`config.mk`:
```
export PLATFORM = sky130hd
export DESIGN_NAME = mouse_pointer_flat
export DESIGN_NICKNAME = d
export VERILOG_FILES = /design/src/rtl/mouse_pkg.sv /design/src/rtl/mouse_pointer_if.sv /design/src/rtl/mouse_axis_acc.sv /design/src/rtl/mouse_pointer.sv /design/src/flat_wrapper.sv
export SDC_FILE = /design/constraint.sdc
export NUM_CORES = 1
export LEC_CHECK = 0
export BUFFER_PORTS_ARGS = -buffer_cell sky130_fd_sc_hd__buf_2
export CAP_MARGIN = 5
export CORE_MARGIN = 8
export CORE_UTILIZATION = 30
export DETAILED_ROUTE_END_ITERATION = 10
export PLACE_DENSITY_LB_ADDON = 0.2
export REMOVE_ABC_BUFFERS = 1
export SKIP_CTS_REPAIR_TIMING = 1
export SYNTH_ARGS = -nofsm -noshare
export SYNTH_HDL_FRONTEND = slang
export SYNTH_SLANG_ARGS = --single-unit
```
`constraint.sdc`:
```
create_clock -name clk -period 3.5 [get_ports clk]
set_clock_uncertainty 0.1 [all_clocks]
set_input_delay 0.7 -clock clk [delete_from_list [all_inputs] [get_ports clk]]
set_output_delay 0.7 -clock clk [all_outputs]
set_load 0.01 [all_outputs]
```
`src/rtl/mouse_pkg.sv`:
```
// mouse_pkg: shared register map, status bit layout and default geometry for mouse_pointer.
package mouse_pkg;
    localparam logic [1:0] REG_X      = 2'd0;
    localparam logic [1:0] REG_Y      = 2'd1;
    localparam logic [1:0] REG_STATUS = 2'd2;
    localparam int ST_LEFT     = 0;
    localparam int ST_RIGHT    = 1;
    localparam int ST_STICKY_L = 2;
    localparam int ST_STICKY_R = 3;
    localparam int ST_CHANGED  = 6;
    localparam int DEF_MAX_X    = 511;
    localparam int DEF_MAX_Y    = 255;
    localparam int DEF_SHIFT    = 0;
    localparam bit DEF_INVERT_Y = 1'b1;

    function automatic logic [15:0] status_word(logic changed, logic [1:0] sticky, logic [1:0] btn);
        logic [15:0] s;
        s = '0;
        s[ST_CHANGED] = changed;
        s[ST_STICKY_R:ST_STICKY_L] = sticky;
        s[ST_RIGHT:ST_LEFT] = btn;
        return s;
    endfunction
endpackage

```
`src/rtl/mouse_pointer_if.sv`:
```
// mouse_pointer_if: decoded-packet input, CPU read port and pointer state outputs.
interface mouse_pointer_if #(
    parameter int XW = 10,
    parameter int YW = 9
);
    logic          data_ready;
    logic          left_btn;
    logic          right_btn;
    logic [8:0]    pointer_dx;
    logic [8:0]    pointer_dy;
    logic          rd_strobe;
    logic [1:0]    rd_sel;
    logic [15:0]   rd_data;
    logic [XW-1:0] pos_x;
    logic [YW-1:0] pos_y;
    logic [1:0]    btn;
    logic          irq;

    modport master (
        output data_ready, left_btn, right_btn, pointer_dx, pointer_dy, rd_strobe, rd_sel,
        input  rd_data, pos_x, pos_y, btn, irq
    );
    modport slave (
        input  data_ready, left_btn, right_btn, pointer_dx, pointer_dy, rd_strobe, rd_sel,
        output rd_data, pos_x, pos_y, btn, irq
    );
endinterface

```
`src/rtl/mouse_axis_acc.sv`:
```
// mouse_axis_acc: one pointer axis -- scale/sign the 9-bit delta, then accumulate with clamping to 0..MAX.
module mouse_axis_acc #(
    parameter int W      = 10,
    parameter int MAX    = 511,
    parameter int SHIFT  = 0,
    parameter bit INVERT = 1'b0
) (
    input  logic         clk,
    input  logic         reset,
    input  logic         v0,
    input  logic         v1,
    input  logic [8:0]   d,
    output logic [W-1:0] pos,
    output logic         moved
);
    localparam logic signed [W+1:0] MAX_S = (W+2)'(MAX);

    logic signed [W:0]   ext, sh, delta_q, delta_d;
    logic signed [W+1:0] sum;
    logic [W-1:0]        pos_q, pos_d;

    // Extend before negating so -256 inverts to +256 without wrapping.
    always_comb begin
        ext     = {{(W-8){d[8]}}, d};
        sh      = ext >>> SHIFT;
        delta_d = v0 ? (INVERT ? -sh : sh) : delta_q;
        sum     = $signed({2'b00, pos_q}) + $signed({delta_q[W], delta_q});
        pos_d   = !v1 ? pos_q : sum[W+1] ? '0 : (sum > MAX_S) ? W'(MAX) : sum[W-1:0];
        moved   = v1 && (pos_d != pos_q);
    end

    always_ff @(posedge clk or posedge reset) begin
        if (reset) begin
            delta_q <= '0;
            pos_q   <= W'((MAX + 1) / 2);
        end else begin
            delta_q <= delta_d;
            pos_q   <= pos_d;
        end
    end

    assign pos = pos_q;
endmodule

```
`src/rtl/mouse_pointer.sv`:
```
// mouse_pointer: turns decoded PS/2 packets into a clamped absolute pointer with button
// tracking, sticky press events, a CPU read port and a change interrupt.
module mouse_pointer
    import mouse_pkg::*;
#(
    parameter int MAX_X    = DEF_MAX_X,
    parameter int MAX_Y    = DEF_MAX_Y,
    parameter int XW       = 10,
    parameter int YW       = 9,
    parameter int SHIFT    = DEF_SHIFT,
    parameter bit INVERT_Y = DEF_INVERT_Y
) (
    input logic             clk,
    input logic             reset,
    mouse_pointer_if.slave  bus
);
    logic          v0_q, v0_d, v1_q, v1_d;
    logic [8:0]    dx0_q, dx0_d, dy0_q, dy0_d;
    logic [1:0]    btn0_q, btn0_d, btn1_q, btn1_d, btn_q, btn_d;
    logic [1:0]    sticky_q, sticky_d;
    logic          changed_q, changed_d;
    logic [15:0]   rd_data_q, rd_data_d;
    logic [XW-1:0] pos_x;
    logic [YW-1:0] pos_y;
    logic          moved_x, moved_y, set, clr;
    logic [1:0]    rise;

    mouse_axis_acc #(.W(XW), .MAX(MAX_X), .SHIFT(SHIFT), .INVERT(1'b0)) u_x (
        .clk(clk), .reset(reset), .v0(v0_q), .v1(v1_q), .d(dx0_q), .pos(pos_x), .moved(moved_x)
    );
    mouse_axis_acc #(.W(YW), .MAX(MAX_Y), .SHIFT(SHIFT), .INVERT(INVERT_Y)) u_y (
        .clk(clk), .reset(reset), .v0(v0_q), .v1(v1_q), .d(dy0_q), .pos(pos_y), .moved(moved_y)
    );

    // A flag set in the same cycle as a status read survives the read-clear.
    always_comb begin
        v0_d      = bus.data_ready;
        dx0_d     = bus.data_ready ? bus.pointer_dx : dx0_q;
        dy0_d     = bus.data_ready ? bus.pointer_dy : dy0_q;
        btn0_d    = bus.data_ready ? {bus.right_btn, bus.left_btn} : btn0_q;
        v1_d      = v0_q;
        btn1_d    = v0_q ? btn0_q : btn1_q;
        btn_d     = v1_q ? btn1_q : btn_q;
        rise      = v1_q ? (btn1_q & ~btn_q) : 2'b00;
        set       = moved_x || moved_y || (v1_q && (btn1_q != btn_q));
        clr       = bus.rd_strobe && (bus.rd_sel == REG_STATUS);
        changed_d = set || (changed_q && !clr);
        sticky_d  = rise | (sticky_q & {2{!clr}});
        rd_data_d = !bus.rd_strobe ? rd_data_q :
                    (bus.rd_sel == REG_X) ? 16'(pos_x) :
                    (bus.rd_sel == REG_Y) ? 16'(pos_y) :
                    (bus.rd_sel == REG_STATUS) ? status_word(changed_q, sticky_q, btn_q) : 16'h0000;
    end

    always_ff @(posedge clk or posedge reset) begin
        if (reset) begin
            v0_q      <= 1'b0;
            v1_q      <= 1'b0;
            dx0_q     <= '0;
            dy0_q     <= '0;
            btn0_q    <= '0;
            btn1_q    <= '0;
            btn_q     <= '0;
            sticky_q  <= '0;
            changed_q <= 1'b0;
            rd_data_q <= '0;
        end else begin
            v0_q      <= v0_d;
            v1_q      <= v1_d;
            dx0_q     <= dx0_d;
            dy0_q     <= dy0_d;
            btn0_q    <= btn0_d;
            btn1_q    <= btn1_d;
            btn_q     <= btn_d;
            sticky_q  <= sticky_d;
            changed_q <= changed_d;
            rd_data_q <= rd_data_d;
        end
    end

    assign bus.rd_data = rd_data_q;
    assign bus.pos_x   = pos_x;
    assign bus.pos_y   = pos_y;
    assign bus.btn     = btn_q;
    assign bus.irq     = changed_q;
endmodule

```
`src/flat_wrapper.sv`:
```
// flat-port wrapper written by rule: the top's interface ports become plain ports
module mouse_pointer_flat import mouse_pkg::*;
#(
    parameter int MAX_X    = DEF_MAX_X,
    parameter int MAX_Y    = DEF_MAX_Y,
    parameter int XW       = 10,
    parameter int YW       = 9,
    parameter int SHIFT    = DEF_SHIFT,
    parameter bit INVERT_Y = DEF_INVERT_Y
)
  (clk, reset, bus_data_ready, bus_left_btn, bus_right_btn, bus_pointer_dx, bus_pointer_dy, bus_rd_strobe, bus_rd_sel, bus_rd_data, bus_pos_x, bus_pos_y, bus_btn, bus_irq);
  mouse_pointer_if #(.XW(XW), .YW(YW)) bus_i ();
  input logic clk;
  input logic reset;
  input wire logic [$bits(bus_i.data_ready)-1:0] bus_data_ready;
  input wire logic [$bits(bus_i.left_btn)-1:0] bus_left_btn;
  input wire logic [$bits(bus_i.right_btn)-1:0] bus_right_btn;
  input wire logic [$bits(bus_i.pointer_dx)-1:0] bus_pointer_dx;
  input wire logic [$bits(bus_i.pointer_dy)-1:0] bus_pointer_dy;
  input wire logic [$bits(bus_i.rd_strobe)-1:0] bus_rd_strobe;
  input wire logic [$bits(bus_i.rd_sel)-1:0] bus_rd_sel;
  output wire logic [$bits(bus_i.rd_data)-1:0] bus_rd_data;
  output wire logic [$bits(bus_i.pos_x)-1:0] bus_pos_x;
  output wire logic [$bits(bus_i.pos_y)-1:0] bus_pos_y;
  output wire logic [$bits(bus_i.btn)-1:0] bus_btn;
  output wire logic [$bits(bus_i.irq)-1:0] bus_irq;
  assign bus_i.data_ready = bus_data_ready;
  assign bus_i.left_btn = bus_left_btn;
  assign bus_i.right_btn = bus_right_btn;
  assign bus_i.pointer_dx = bus_pointer_dx;
  assign bus_i.pointer_dy = bus_pointer_dy;
  assign bus_i.rd_strobe = bus_rd_strobe;
  assign bus_i.rd_sel = bus_rd_sel;
  assign bus_rd_data = bus_i.rd_data;
  assign bus_pos_x = bus_i.pos_x;
  assign bus_pos_y = bus_i.pos_y;
  assign bus_btn = bus_i.btn;
  assign bus_irq = bus_i.irq;
  mouse_pointer #(.MAX_X(MAX_X), .MAX_Y(MAX_Y), .XW(XW), .YW(YW), .SHIFT(SHIFT), .INVERT_Y(INVERT_Y)) u_core (.clk(clk), .reset(reset), .bus(bus_i));
endmodule
```
==> run metrics, run 1 <==
mapped cell area=4750 um2; Post-synth EDFFs=0; WL/cell=17.2 um; reg2reg start=u_core.u_x.pos[1]; clk buf depth=2; cell count after synthesis=474; fin cells=781; register area=1930 um2; CP required=3620 ps; FF-to-FF setup slack=90 ps; # DRC=0; fmax=293 MHz; DR pass1 iterations=4; Post-Synth XOR/XNOR Area=0.0313; met2 wire length=5820 um; CP endpoint kind=flip-flop; Sw Ratio=0.429; H-tree Lvls=3; first-pass GRT wire length=21700 um; initial antenna violation count=0; pre-CTS WS=-8.79 ps; DR vias/cell=5.04; share of cells above drive strength 1=0.313; Die Span Y=142 um; Post-Route WL=13400 um; asr flop ratio synth=1.00; vias in the first global route=4021; largest net degree at the start of global routing=46; area grow syn2layout=24.8%; die width=142 um; Critical path origin=u_core.u_x.pos[1]; Crit Reg-Reg Endpoint=u_core.bus.irq; antenna-violating nets left=0; grt total ovfl=0; Synth warnings=0; Int Pwr=2960 uW; Top FF cell, synth=dfrtp_1; Cell Rows=46; Clock Power Share=0.185; Hold WS=379 ps; core area=15700 um2; Cell Pwr Density=873 nW/um2; fin crit share=0.976; Setup-failing EPs final=0; RSZ-0062 raised after global routing=yes; routability cong.=0.849; CP max FO=5; count of unique library cells instantiated by Yosys=65; Leak=0.00269 uW; sequential share of power=0.240; Worst slew margin=0.418; mux share of post-synthesis cell area=0.113; post-synthesis sequential area ratio=0.406; CTS tree=yes; M1 WL=6440 um; fin worst setup slack=85.7 ps; clock latency on the worst-skew pair=340 ps; Post-Route Setup TNS=0 ps; final hold violation count=0; uppermost routed layer=met4; fillers=1581; CTS buffer count=9; met3 wire length=796 um; GRT Total Usage=0.137; # clock sinks=77; Total Nets Final=611; Post-DP HPWL=10300 um; Slew Viols, Final=0; worst slew pin tran=873 ps; Multi-input gate area=2720 um2; Root Buffer Master=clkbuf_16; average size of a mapped cell=10.0 um2; Final Util=0.377; Critical Setup Path Class=reg -> reg; area of the die=20100 um2; Worst-path clk slew=60 ps; # IOs=64; switching power=2220 uW; initial core utilization=0.303; HP Class=in -> async; max cap viols=0; Comb power frac=0.575; adder-cell share of the synthesized area=0.0690; Worst Path Arrival=3540 ps; status=completed; placed cells=761; FF+latch count, synth=77; cell count of the worst reg-to-reg path=12; peak supply drop=0.270 mV; minimum clock period=3410 ps; Antenna Cells=0; Starting DRT DRC Count=215; main combinational cell family by area after synthesis=compound AO/OA/AOI/OAI gates; CP Launch Type=flip-flop; simple-gate share of the synthesized area=0.116; vias=3935; Port Buffer Count=57; compound-cell area share of the yosys netlist=0.212
-- state kept, by name, indices dropped and copies added (netlist names) --
| signal | count |
|---|---|
| u_core.btn0_q | 2 |
| u_core.btn1_q | 2 |
| u_core.bus.btn | 2 |
| u_core.bus.irq | 1 |
| u_core.bus.rd_data | 10 |
| u_core.dx0_q | 9 |
| u_core.dy0_q | 9 |
| u_core.sticky_q | 2 |
| u_core.u_x.delta_q | 9 |
| u_core.u_x.pos | 10 |
| u_core.u_y.delta_q | 10 |
| u_core.u_y.pos | 9 |
| u_core.v0_q | 1 |
| u_core.v1_q | 1 |
-- layer usage --
layer,up-vias,GRT usage
met1,1869,0.179
met3,27,0.0292
li1,1929,-
met5,-,0
met4,0,0.0656
met2,110,0.210
-- through the flow --
step / total power, uW / area, um2
floorplan: 3000 / 4640
finish: 5180 / 5930
CTS: 5030 / 5780
global placement: 4030 / 5480
global route: 5560 / 5930
detailed placement: 4040 / 5480
-- how the worst max path moves through the flow --
stage | slack [ps] | endpoint | depth (start not counted)
after CTS | -50 | u_core.bus.irq | 12
after detailed placement | -9 | u_core.bus.irq | 12
after global routing | -50 | u_core.bus.irq | 12
final | 90 | u_core.bus.irq | 12
after floorplan | 100 | u_core.bus.irq | 12
after global placement | 60 | u_core.bus.irq | 12
-- area by class of cell --
type                       instances  area share
sequential                        77       0.325
multi-input combinational        344       0.458
timing repair buffer              97       0.101
clock buffer                      11      0.0409
tap                              216      0.0456
inverter                          31      0.0196
clock inverter                     5     0.00992
-- power by group through the flow --
stage	Clock, uW	Sequential (uW)	Combinational, uW
after CTS	991	1240	2790
after detailed placement	0	1260	2780
after global placement	0	1250	2770
final	957	1240	2980
after global routing	1030	1270	3260
after floorplan	0	1370	1630
-- critical path, stage by stage, from the launching register on --
cell and delay (ps):
dfrtp_1 400, ha_1 300, a21o_1 190, and4_1 230, o21a_4 230, o21ai_4 190
a2111oi_4 150, buf_4 170, buf_4 130, a2111oi_4 300, o22ai_1 120, or4_1 480
a221o_1 300
-- cell usage in the layout (no fill, tap or decap), types with 10 or more instances in the layout --
cell type,count
a21o_1,13
a21oi_1,33
buf_2,57
buf_4,39
dfrtp_1,75
ha_1,21
inv_1,28
mux2_2,39
mux2i_1,10
nand2_1,23
nor2_1,26
o21ai_1,11
o22ai_1,10
xor2_1,10
-- cells by family after synthesis --
logic type | count (synthesis)
xor+xnor | 17
compound gates | 140
flops | 77
fa+ha+maj | 25
buf+inv | 58
simple gates | 107
other cells | 1
mux | 49
-- synthesized netlist by cell type, types with 10 or more instances --
| cell type | count | area, um2 |
|---|---|---|
| a21o_1 | 13 | 97.6 |
| a21oi_1 | 33 | 165 |
| clkbuf_1 | 14 | 52.6 |
| dfrtp_1 | 75 | 1880 |
| ha_1 | 23 | 288 |
| inv_1 | 30 | 113 |
| mux2_2 | 39 | 439 |
| mux2i_1 | 10 | 100 |
| nand2_1 | 23 | 86.3 |
| nor2_1 | 27 | 101 |
| o21ai_1 | 12 | 60.1 |
| o22ai_1 | 10 | 62.6 |
| xor2_1 | 10 | 87.6 |
Note: power is estimated with default switching activity, not from simulation.
==> run 2, diff against run 1 <==
--- a/config.mk
+++ b/config.mk
@@ -10,3 +10,3 @@
 export CORE_MARGIN = 8
-export CORE_UTILIZATION = 30
+export CORE_UTILIZATION = 53
 export DETAILED_ROUTE_END_ITERATION = 10
==> constraint.sdc (replaced) <==
create_clock -name clk -period 2.95 [get_ports clk]
set_clock_uncertainty 0.1 [all_clocks]
set_input_delay 0.59 -clock clk [delete_from_list [all_inputs] [get_ports clk]]
set_output_delay 0.59 -clock clk [all_outputs]
set_load 0.1 [all_outputs]
==> run metrics, run 2 (synthesized netlist as in run 1, its figures left out) <==
most used cell, CP=a211oi_4; clock latency on the worst-skew pair=360 ps (+20 ps); CP endpoint kind=flip-flop; # clock sinks=77 (unchanged); CTS tree=yes; max incr delay on CP=550 ps (+70 ps); Die Span Y=111 um (-22%); DR vias/cell=5.85 (+16%); vias=4330 (+10%); peak supply drop=0.467 mV (+73%); Leak=0.00297 uW (+10%); Multi-input gate area=2760 um2 (+1.6%); max cap viols=0 (unchanged); Hold WS=151 ps (-228 ps); Worst-path clk slew=90 ps (+30 ps); core area=8720 um2 (-44%); Root Buffer Master=clkbuf_8; Setup-failing EPs final=2 (+2); routability cong.=0.893 (+5.2%); Port Buffer Count=57 (unchanged); Total Nets Final=678 (+11%); CP Launch Type=flip-flop; H-tree Lvls=3 (unchanged); vias in the first global route=4222 (+5.0%); Post-Route WL=13300 um (-0.66%); GRT Total Usage=0.211 (+0.0744); minimum clock period=3380 ps (-34.8 ps); first-pass GRT wire length=21300 um (-2.1%); register area=1930 um2 (unchanged); area of the die=12300 um2 (-39%); initial antenna violation count=0 (unchanged); slowest cell on the critical path=or4_1; Worst slew margin=0.398 (-0.0200); grt total ovfl=0 (unchanged); initial core utilization=0.545 (+0.243); final hold violation count=0 (unchanged); fin worst setup slack=-430 ps (-515 ps); Antenna Cells=0 (unchanged); fmax=296 MHz (+1.0%); die width=111 um (-22%); area grow syn2layout=31.3%; Slew Viols, Final=0 (unchanged); Worst Path Arrival=3530 ps (about the same); fin crit share=1.15 (+0.170); Post-DP HPWL=10300 um (-0.95%); # DRC=0 (unchanged); Cell Chain, Critical Path=ha_2 -> inv_2 -> fa_2 -> nor2b_2 -> o2111ai_2 -> a211oi_4 -> nor2_4 -> o2bb2ai_4 -> a211oi_4 -> a21oi_1 -> or4_1 -> a221o_1; Critical Setup Path Class=reg -> reg; CTS buffer count=9 (unchanged); RSZ-0062 raised after global routing=yes; fillers=665 (-58%); WL/cell=18.0 um (+4.8%); # IOs=64 (unchanged); share of cells above drive strength 1=0.403 (+0.0902); HP Class=in -> async; most frequent cells in the layout=106 x buf_4, 75 x dfrtp_1, 57 x buf_2; commonest non-fill, non-tap cell in the layout=buf_4; worst slew pin tran=903 ps (+30.0 ps); CP required=3100 ps (-520 ps); failing checks=setup timing; Cell Rows=34 (-26%); clk buf depth=2 (unchanged); Starting DRT DRC Count=337 (+57%); CP max FO=5 (unchanged); DR pass1 iterations=5 (+1); Tot Pwr=7570 uW (+46%); antenna-violating nets left=0 (unchanged); status=complete, but fails checks; Cell Pwr Density=1210 nW/um2 (+39%); largest net degree at the start of global routing=39 (-15%)
[run 2: cell type report]
type / count / area share
clock buffers: 10 / 0.0205
clock inverters: 6 / 0.0114
inverters: 31 / 0.0186
multi-input cells: 344 / 0.442
flip-flops and latches: 77 / 0.309
well taps: 108 / 0.0217
repair buffers: 164 / 0.176
[run 2: path summary, 6_finish.rpt]
kind	start	to	slack [ps]	depth (start not counted)
max	u_core.u_x.pos[0]	u_core.bus.irq	-430	12
min	reset	u_core.u_x.pos[1]	150	2
max reg2reg	u_core.u_x.pos[0]	u_core.bus.irq	-430	12
min reg2reg	u_core.dx0_q[8]	u_core.u_x.delta_q[8]	410	1
max in group asynchronous	reset	u_core.u_x.pos[8]	1930	3
min in group clk	bus_pointer_dy[1]	u_core.dy0_q[1]	340	3
[run 2: layer usage]
layer  vias up  part of all wire  track usage
li1       2046                 -            -
met1      2082              0.44        0.291
met2       176              0.46        0.317
met3        26             0.083       0.0514
met4         0             0.018       0.0694
met5         -                 0            0
[run 2: stage by stage]
stage	instances	setup WS, ps	instance area (um2)	utilization	TNS, ps
after floorplan	452	-1110	4640	-	-4840
after global placement	720	-463	5850	0.671	-653
after detailed placement	720	-560	5850	0.671	-820
after CTS	736	-569	6050	0.694	-868
after global routing	740	-542	6240	0.715	-884
final	740	-430	6240	0.715	-470
[run 2: report_power, final]
group          internal (uW)  total, uW  switching (uW)
Sequential              1300       1490             193
Combinational           2010       5250            3250
Clock                    399        828             429
[run 2: critical path, delay by kind of cell, from the launching register on]
family	cells	cell delay (ps)
buffers and inverters	1	40
AO/OA/AOI/OAI	6	1450
adder cells (fa/ha/maj)	2	540
flip-flops	1	370
AND/OR/NAND/NOR	3	790
